[config.mk]
export PLATFORM = sky130hd
export DESIGN_NAME = bram_arbiter
export DESIGN_NICKNAME = d
export VERILOG_FILES = /design/src/rtl/bram_arb_pkg.sv /design/src/rtl/bram_arb_rr.sv /design/src/rtl/bram_arbiter.sv
export SDC_FILE = /design/constraint.sdc
export NUM_CORES = 1
export LEC_CHECK = 0
export ABC_AREA = 1
export CORE_AREA = 8 8 126 128
export CTS_BUF_LIST = sky130_fd_sc_hd__clkbuf_2
export DETAILED_ROUTE_END_ITERATION = 7
export DIE_AREA = 0 0 134 136
export HOLD_SLACK_MARGIN = 0.12
export PLACE_DENSITY = 0.63
export SYNTH_ARGS = -nofsm -noshare
export SYNTH_HDL_FRONTEND = slang
export SYNTH_HIERARCHICAL = 1
export SYNTH_SLANG_ARGS = --single-unit
export TNS_END_PERCENT = 5
[constraint.sdc]
create_clock -name clk_BRAM -period 6.15 [get_ports clk_BRAM]
set_clock_uncertainty 0.2 [all_clocks]
set_input_delay 0.615 -clock clk_BRAM [delete_from_list [all_inputs] [get_ports clk_BRAM]]
set_output_delay 0.615 -clock clk_BRAM [all_outputs]
set_load 0.01 [all_outputs]
[src/rtl/bram_arb_pkg.sv]
// bram_arb_pkg: shared FSM state type, read-latency limits and counter width
// for the BRAM arbiter.
package bram_arb_pkg;
    typedef enum logic [1:0] {IDLE, OWN, DRAIN} state_t;
    localparam int RD_LAT_MIN = 1;
    localparam int RD_LAT_MAX = 2;
    localparam int CNT_W      = 16;
endpackage

[src/rtl/bram_arb_rr.sv]
// bram_arb_rr: round-robin pick, searching from (i_last + 1) mod NUM_CH.
module bram_arb_rr
    import bram_arb_pkg::*;
#(
    parameter int NUM_CH = 2,
    localparam int IDX_W = $clog2(NUM_CH)
) (
    input  logic [NUM_CH-1:0] i_req,
    input  logic [IDX_W-1:0]  i_last,
    output logic [NUM_CH-1:0] o_gnt,
    output logic [IDX_W-1:0]  o_idx
);
    logic [IDX_W-1:0] w_j;

    // Walk farthest-first so the nearest requester after i_last wins last.
    always_comb begin
        w_j   = '0;
        o_idx = '0;
        for (int k = NUM_CH; k >= 1; k--) begin
            w_j = IDX_W'((int'(i_last) + k) % NUM_CH);
            if (i_req[w_j]) o_idx = w_j;
        end
        o_gnt = |i_req ? NUM_CH'(1) << o_idx : '0;
    end
endmodule

[src/rtl/bram_arbiter.sv]
// bram_arbiter: round-robin multi-channel BRAM port arbiter with burst preemption
// and read-data return. Define BRAM_ARB_PERF_EN for per-channel access counters.
module bram_arbiter
    import bram_arb_pkg::*;
#(
    parameter int NUM_CH    = 2,
    parameter int ADDR_W    = 32,
    parameter int DATA_W    = 32,
    parameter int RD_LAT    = 1,
    parameter int MAX_BURST = 16
) (
    input  logic                          clk_BRAM,
    input  logic                          rstn_BRAM,
    input  logic [NUM_CH-1:0]             ch_req,
    output logic [NUM_CH-1:0]             ch_gnt,
    input  logic [NUM_CH-1:0]             ch_en,
    input  logic [NUM_CH*(DATA_W/8)-1:0]  ch_we,
    input  logic [NUM_CH*ADDR_W-1:0]      ch_addr,
    input  logic [NUM_CH*DATA_W-1:0]      ch_dout,
    output logic [NUM_CH*DATA_W-1:0]      ch_din,
    output logic [NUM_CH-1:0]             ch_rvalid,
    output logic [ADDR_W-1:0]             addr_BRAM,
    output logic [DATA_W-1:0]             dout_BRAM,
    output logic                          en_BRAM,
    output logic [DATA_W/8-1:0]           we_BRAM,
    input  logic [DATA_W-1:0]             din_BRAM,
    output logic [NUM_CH*CNT_W-1:0]       acc_cnt
);
    localparam int IDX_W = $clog2(NUM_CH);
    localparam int BE_W  = DATA_W / 8;
    localparam int BC_W  = $clog2(MAX_BURST + 1);

    state_t              r_state, w_state_nxt;
    logic [IDX_W-1:0]    r_owner, w_owner_nxt, w_rr_idx;
    logic [NUM_CH-1:0]   w_rr_oh, w_own_oh;
    logic [BC_W-1:0]     r_burst, w_burst_nxt, w_burst_inc;
    logic                r_drain, w_drain_nxt;
    logic                w_own, w_acc, w_rd, w_others;
    logic [BE_W-1:0]     w_we;
    logic [RD_LAT-1:0]   r_rd_v;
    logic [IDX_W-1:0]    r_rd_idx [RD_LAT];

    bram_arb_rr #(.NUM_CH(NUM_CH)) u_rr (
        .i_req  (ch_req),
        .i_last (r_owner),
        .o_gnt  (w_rr_oh),
        .o_idx  (w_rr_idx)
    );

    // Grant is gated by the owner's live request so a dropped request is never granted.
    assign w_own_oh    = (r_state == OWN) ? NUM_CH'(1) << r_owner : '0;
    assign ch_gnt      = w_own_oh & ch_req;
    assign w_own       = |ch_gnt;
    assign w_acc       = w_own & ch_en[r_owner];
    assign w_we        = w_acc ? ch_we[r_owner*BE_W +: BE_W] : '0;
    assign w_rd        = w_acc & ~|w_we;
    assign w_others    = |(ch_req & ~(NUM_CH'(1) << r_owner));
    assign w_burst_inc = (r_burst == BC_W'(MAX_BURST)) ? r_burst : r_burst + BC_W'(w_acc);

    assign en_BRAM   = w_acc;
    assign we_BRAM   = w_we;
    assign addr_BRAM = w_own ? ch_addr[r_owner*ADDR_W +: ADDR_W] : '0;
    assign dout_BRAM = w_own ? ch_dout[r_owner*DATA_W +: DATA_W] : '0;

    always_comb begin
        w_state_nxt = r_state;
        w_owner_nxt = r_owner;
        w_burst_nxt = r_burst;
        w_drain_nxt = 1'b0;
        case (r_state)
            IDLE: begin
                if (|w_rr_oh) begin
                    w_state_nxt = OWN;
                    w_owner_nxt = w_rr_idx;
                    w_burst_nxt = '0;
                end
            end
            OWN: begin
                w_burst_nxt = w_burst_inc;
                // With nothing issued there is nothing to drain: re-arbitrate at once.
                if (!w_own)
                    w_state_nxt = (r_burst == '0) ? IDLE : DRAIN;
                else if (w_burst_inc == BC_W'(MAX_BURST) && w_others)
                    w_state_nxt = DRAIN;
            end
            DRAIN: begin
                w_burst_nxt = '0;
                w_drain_nxt = 1'b1;
                if (r_drain == 1'(RD_LAT - 1)) begin
                    w_drain_nxt = 1'b0;
                    w_state_nxt = |w_rr_oh ? OWN : IDLE;
                    w_owner_nxt = |w_rr_oh ? w_rr_idx : r_owner;
                end
            end
            default: w_state_nxt = IDLE;
        endcase
    end

    always_ff @(posedge clk_BRAM or negedge rstn_BRAM) begin
        if (!rstn_BRAM) begin
            r_state <= IDLE;
            r_owner <= IDX_W'(NUM_CH - 1);
            r_burst <= '0;
            r_drain <= 1'b0;
        end else begin
            r_state <= w_state_nxt;
            r_owner <= w_owner_nxt;
            r_burst <= w_burst_nxt;
            r_drain <= w_drain_nxt;
        end
    end

    always_ff @(posedge clk_BRAM or negedge rstn_BRAM) begin
        if (!rstn_BRAM) begin
            r_rd_v <= '0;
            for (int k = 0; k < RD_LAT; k++) r_rd_idx[k] <= '0;
        end else begin
            r_rd_v[0]   <= w_rd;
            r_rd_idx[0] <= r_owner;
            for (int k = 1; k < RD_LAT; k++) begin
                r_rd_v[k]   <= r_rd_v[k-1];
                r_rd_idx[k] <= r_rd_idx[k-1];
            end
        end
    end

    assign ch_rvalid = r_rd_v[RD_LAT-1] ? NUM_CH'(1) << r_rd_idx[RD_LAT-1] : '0;

    for (genvar i = 0; i < NUM_CH; i++) begin : g_din
        assign ch_din[i*DATA_W +: DATA_W] = ch_rvalid[i] ? din_BRAM : '0;
    end

`ifdef BRAM_ARB_PERF_EN
    for (genvar i = 0; i < NUM_CH; i++) begin : g_cnt
        logic [CNT_W-1:0] r_cnt;
        always_ff @(posedge clk_BRAM or negedge rstn_BRAM) begin
            if (!rstn_BRAM)
                r_cnt <= '0;
            else if (w_acc && r_owner == IDX_W'(i) && r_cnt != '1)
                r_cnt <= r_cnt + 1'b1;
        end
        assign acc_cnt[i*CNT_W +: CNT_W] = r_cnt;
    end
`else
    assign acc_cnt = '0;
`endif
endmodule

==> qor.yml, run 1 <==
grt_pass1_wl_um: 19200
yosysWarnings: 6
grt_setup_unrepaired: "no"
worstMarginPinSlew_ns: 1.08
port_buffers: 310
core.rowCount: 44
synth_xor_area_share_pct: 0.379
clkSlewWorstSetupHoldPaths_ns: 0.11
cts.sink_count: 11
clock-root-buffer: "clkbuf_2"
synthAdderAreaFrac_pct: 1.08
maxSlewViolCount: 0
synth_area_mm2: 0.00231
grt_remaining_overflow: 0
cts_tree: "yes"
synth.area.mux_share_pct: 0.865
ant_nets: 0
synth_top_area_cell: "nand2_1"
ir_drop_uv: 182
antenna_found_initial: 0
cts_resized: 0
drt_first_pass_iters: 5
grt_pass1_vias: 3571
finalCriticalPeriod_ns: 3.73
dieArea_mm2: 0.0182
antenna_cells_inserted: 0
initial_core_util_pct: 16.5
power_density_mw_per_mm2: 229
gp_congestion: 0.829
crit_path_max_fanout: 75
ctsHoldBuffers: 0
grtUsageTotal_pct: 13.0
crit_path_start_kind: "register"
maxCapViolCount: 0
max_freq_mhz: 268
status: "completed"
cts_buffer_depth: 2
wire_per_inst_um: 14.9
total_power_w: 0.00123
io_pins: 343
area_growth_pct: 133
cts_max_level: 1
syn_avg_cell_area_um2: 5.12
synth_top_family_by_area: "simple AND/OR/NAND/NOR gates"
finalCritPeriodShare_pct: 60.6
ys_seq_area_share_pct: 12.0
netlist_instances: 452
hold_viol: 0
path_class: "reg -> out"
synth_seq_cells: 11
hold_path.class: "reg -> reg"
crit_arrival_ns: 2.91
p_leak_nw: 2.38
die_h_um: 136
synth-simple-area-share_pct: 42.7
postCtsSetupRepairBufs: 0
synth_area_leaders: "nand2_1 (25%), a21oi_1 (15%), nor2_1 (12%), buf_4 (11%), dfrtp_1 (11%)"
dp_hpwl_um: 11700
setup_viol: 0
grt_max_degree: 76
final_common_cell: "clkdlybuf4s50_1"
num_vias: 3681
cts_inserted_buffers: 3
core_mm2: 0.0140
fin_nets: 916
ys_types: 26
timing.slew.headroom_pct: 28.0
fin_setup_tns_ns: 0
drt-vias-per-instance: 3.99
die_w_um: 134
drive_gt1_share_pct: 2.44
crit_path_end_kind: "output port"
drt_iter0_markers: 114
insertion_delay_ns: 0.26
synth_compound_area_share_pct: 16.9
synth_top_cell_area_share_pct: 25.0
cp.required_ns: 5.33
drt_wl_total_um: 13700
drc: 0
layout_common_cells: "clkdlybuf4s50_1 (310), nand2_1 (154), nor2_1 (75)"
[path summary, 6_finish.rpt]
kind                       startpoint            end  slack (ns)  depth (start not counted)
max                           r_owner  dout_BRAM[31]        2.42                          6
min                           r_drain        r_drain        0.33                          2
max reg2reg                   r_owner     r_state[1]        3.03                         15
min reg2reg                   r_drain        r_drain        0.33                          2
max in group asynchronous   rstn_BRAM     r_burst[1]        4.90                          1
min in group asynchronous   rstn_BRAM     r_state[0]        0.48                          1
[layer usage]
layer | routed length (um) | global-route usage, %
met5 | 0 | 0
met3 | 1910 | 6.36
met1 | 5090 | 14.1
met2 | 6640 | 23.2
met4 | 68 | 1.31
[cell usage after synthesis, drive strengths merged]
cell,instances
ha,2
conb,1
dfstp,1
nand3,11
o22ai,3
nor3,1
nand2,156
xor2,1
o21ai,4
dfrtp,10
mux2i,2
a21oi,69
nand4,2
a21boi,1
clkbuf,13
inv,51
buf,47
nor2,77
[critical path: stages (launching register included)]
cell	delay (ns)
dfstp_2	0.55
buf_4	0.59
nand3_2	0.22
nand2_4	0.16
inv_4	0.21
a21oi_1	0.29
clkdlybuf4s50_1	0.60
[power by group]
group | switching (W) | leakage [nW] | internal (W) | total [W]
Combinational | 0.000594 | 2.22 | 0.000494 | 0.00109
Sequential | 0.0000145 | 0.145 | 0.0000907 | 0.000105
Clock | 0.0000239 | 0.0164 | 0.0000147 | 0.0000386
Total | 0.000633 | 2.38 | 0.000599 | 0.00123
[registers in the layout, indices dropped and copies added (netlist names)]
register and count:
r_burst 5, r_state 2, r_drain 1, r_owner 1, r_rd_idx 1, r_rd_v 1
[cell type report]
cell class / count / area [um2]
Clock buffer: 3 / 15.0
Clock inverter: 1 / 5.00
Fill cell: 1485 / 8650
Inverter: 51 / 194
Multi-Input combinational cell: 361 / 1550
Sequential cell: 11 / 277
Tap cell: 184 / 230
Timing Repair Buffer: 312 / 3120
[cell families after synthesis]
logic type | Yosys count
XOR/XNOR | 1
AO/OA/AOI/OAI | 77
AND/OR/NAND/NOR | 247
buffers and inverters | 111
other | 1
multiplexers | 2
adder cells (fa/ha/maj) | 2
flip-flops | 11
[metrics by stage]
step           hold WS (ns)  cells  utilization [%]  cell area (um2)  setup slack (ns)
2_1_floorplan         0.119    483                -             2430              3.80
3_3_place_gp          0.314    919             38.3             5370              2.67
3_5_place_dp          0.314    919             38.3             5370              2.63
4_1_cts               0.333    923             38.4             5390              2.30
5_1_grt               0.359    923             38.4             5390              2.19
6_report              0.331    923             38.4             5390              2.42
No activity file was read; power rests on OpenSTA's default activity.
==> run 2, diff against run 1 <==
--- a/config.mk
+++ b/config.mk
@@ -6,12 +6,12 @@
 export NUM_CORES = 1
 export LEC_CHECK = 0
 export ABC_AREA = 1
-export CORE_AREA = 8 8 126 128
+export CORE_AREA = 8 8 128 130
 export CTS_BUF_LIST = sky130_fd_sc_hd__clkbuf_2
 export DETAILED_ROUTE_END_ITERATION = 7
-export DIE_AREA = 0 0 134 136
+export DIE_AREA = 0 0 136 138
 export HOLD_SLACK_MARGIN = 0.12
-export PLACE_DENSITY = 0.63
+export PLACE_DENSITY = 0.64
 export SYNTH_ARGS = -nofsm -noshare
 export SYNTH_HDL_FRONTEND = slang
 export SYNTH_HIERARCHICAL = 1
==> constraint.sdc (replaced) <==
create_clock -name clk_BRAM -period 3.2 [get_ports clk_BRAM]
set_clock_uncertainty 0.2 [all_clocks]
set_input_delay 0.32 -clock clk_BRAM [delete_from_list [all_inputs] [get_ports clk_BRAM]]
set_output_delay 0.32 -clock clk_BRAM [all_outputs]
set_load 0.01 [all_outputs]
==> run 2 against run 1 <==
  * Total power up 95%
  * Cell count increased by 0.33%
  * Critical path type unchanged
  * Via count shrank 0.60%
  * Non-clock buffer count increased by 3
==> qor.yml, run 2 (synthesis gave the netlist of run 1 again) <==
cts_inserted_buffers: 3  # unchanged
core.rowCount: 44  # unchanged
grtUsageTotal_pct: 13.4  # +0.39 points
fillers: 1578  # +6.3%
ctsHoldBuffers: 0  # unchanged
fin_nets: 919  # +0.33%
largest_register: "r_burst"
grt_remaining_overflow: 0  # unchanged
ff2ff_path_depth: 13  # -2
core_mm2: 0.0143  # +2.0%
dieArea_mm2: 0.0188  # +3.0%
port_buffers: 310  # unchanged
max_freq_mhz: 350
hold_viol: 0  # unchanged
finalCritPeriodShare_pct: 89.4
cts_tree: "yes"
drc: 0  # unchanged
final_common_cell: "clkdlybuf4s50_1"
cts_resized: 0  # unchanged
worstMarginPinSlew_ns: 0.637  # -0.440 ns
area_growth_pct: 135
antenna_found_initial: 0  # unchanged
drt-vias-per-instance: 3.95  # -0.92%
setup_viol: 0  # unchanged
initial_core_util_pct: 16.2  # -0.32 points
die_w_um: 136  # +1.5%
clkSlewWorstSetupHoldPaths_ns: 0.10  # about the same
crit_arrival_ns: 2.34  # -0.57 ns
dp_hpwl_um: 12000  # +3.1%
grt_pass1_vias: 3624  # +1.5%
cts_max_level: 1  # unchanged
largest_reg_flops: 5  # unchanged
ant_nets: 0  # unchanged
crit_path_end_kind: "output port"
insertion_delay_ns: 0.26  # about the same
ir_drop_uv: 364  # +100%
grt_pass1_wl_um: 20400  # +6.0%
path_class: "reg -> out"
fin_setup_tns_ns: 0  # unchanged
top_regs: "r_burst: 5 flops, r_state: 2 flops"
p_leak_nw: 2.40  # +0.78%
io_pins: 343  # unchanged
maxCapViolCount: 0  # unchanged
die_h_um: 138  # +1.5%
postLayoutCellArea_mm2: 0.00543  # +0.70%
gp_congestion: 0.789  # -4.9%
antenna_cells_inserted: 0  # unchanged
drt_first_pass_iters: 6  # +1
grt_max_degree: 65  # -14%
hold_path.class: "in -> async"
postCtsSetupRepairBufs: 0  # unchanged
cp.required_ns: 2.68  # -2.65 ns
drt_iter0_markers: 149  # +31%
num_vias: 3659  # -0.60%
placed_area_mm2: 0.00541  # +0.65%
maxSlewViolCount: 0  # unchanged
clock-root-buffer: "clkbuf_2"
crit_path_start_kind: "register"
grt_setup_unrepaired: "no"
status: "completed"
drive_gt1_share_pct: 2.83  # +0.39 points
cts.sink_count: 11  # unchanged
power_density_mw_per_mm2: 442  # +94%
crit_path_max_fanout: 50  # -33%
cts_buffer_depth: 2  # unchanged
drt_wl_total_um: 13900  # +1.2%
finalCriticalPeriod_ns: 2.86
wire_per_inst_um: 15.0  # +0.89%
layout_common_cells: "clkdlybuf4s50_1 (310), nand2_1 (154), nor2_1 (75)"
timing.slew.headroom_pct: 57.1  # +29 points
## run 2: changes by cell type in the layout (fill, tap and decap cells not counted)
cell | previous run | this run
buf_12 | 0 | 1
clkinv_2 | 1 | 0
inv_4 | 1 | 0
clkbuf_2 | 3 | 4
buf_4 | 2 | 4
inv_6 | 0 | 1
## run 2: layout make-up
class / instances / area, um2 / area share [%]
inverters: 51 / 196 / 3.62
well taps: 184 / 230 / 4.24
flip-flops and latches: 11 / 277 / 5.09
multi-input cells: 361 / 1550 / 28.6
clock buffers: 4 / 20.0 / 0.369
repair buffers: 315 / 3150 / 58.1
## run 2: critical path, stage by stage (launching register included)
cell,delay [ns]
dfstp_2,0.68
buf_4,0.48
nand2_1,0.09
a21oi_1,0.22
clkdlybuf4s50_1,0.58
## run 2: final timing paths
| kind | start | endpoint | slack [ns] |
|---|---|---|---|
| worst max-delay path | r_owner | addr_BRAM[8] | 0.34 |
| worst min-delay path | rstn_BRAM | r_drain | 0.19 |
| worst max register to register | r_owner | r_state[1] | 0.58 |
| worst min register to register | r_owner | r_rd_idx | 0.32 |
| max in group asynchronous | rstn_BRAM | r_owner | 2.25 |
| min in group clk_BRAM | r_owner | r_rd_idx | 0.32 |
## run 2: per-stage QoR
stage	util, %	hold slack [ns]	cells	total power [W]	worst slack, ns
floorplan	-	-0.176	483	0.00136	0.846
global placement	37.8	0.291	922	0.00236	0.409
detailed placement	37.8	0.296	922	0.00235	0.423
CTS	37.9	0.194	926	0.00245	0.187
global route	37.9	0.191	926	0.00264	0.0761
finish	37.9	0.192	926	0.00240	0.339
## run 2: layer usage
| metal | GRT usage, % | vias to the layer above | wire length [um] |
|---|---|---|---|
| met5 | 0 | - | 0 |
| met4 | 1.04 | 0 | 40 |
| met3 | 7.07 | 4 | 2190 |
| met2 | 24.4 | 222 | 6800 |
| met1 | 13.7 | 1540 | 4850 |
| li1 | - | 1893 | - |
## run 2: power by group
| group | total, W | switching (W) | internal [W] |
|---|---|---|---|
| Sequential | 0.000222 | 0.0000467 | 0.000175 |
| Combinational | 0.00210 | 0.00113 | 0.000968 |
| Clock | 0.0000776 | 0.0000445 | 0.0000332 |
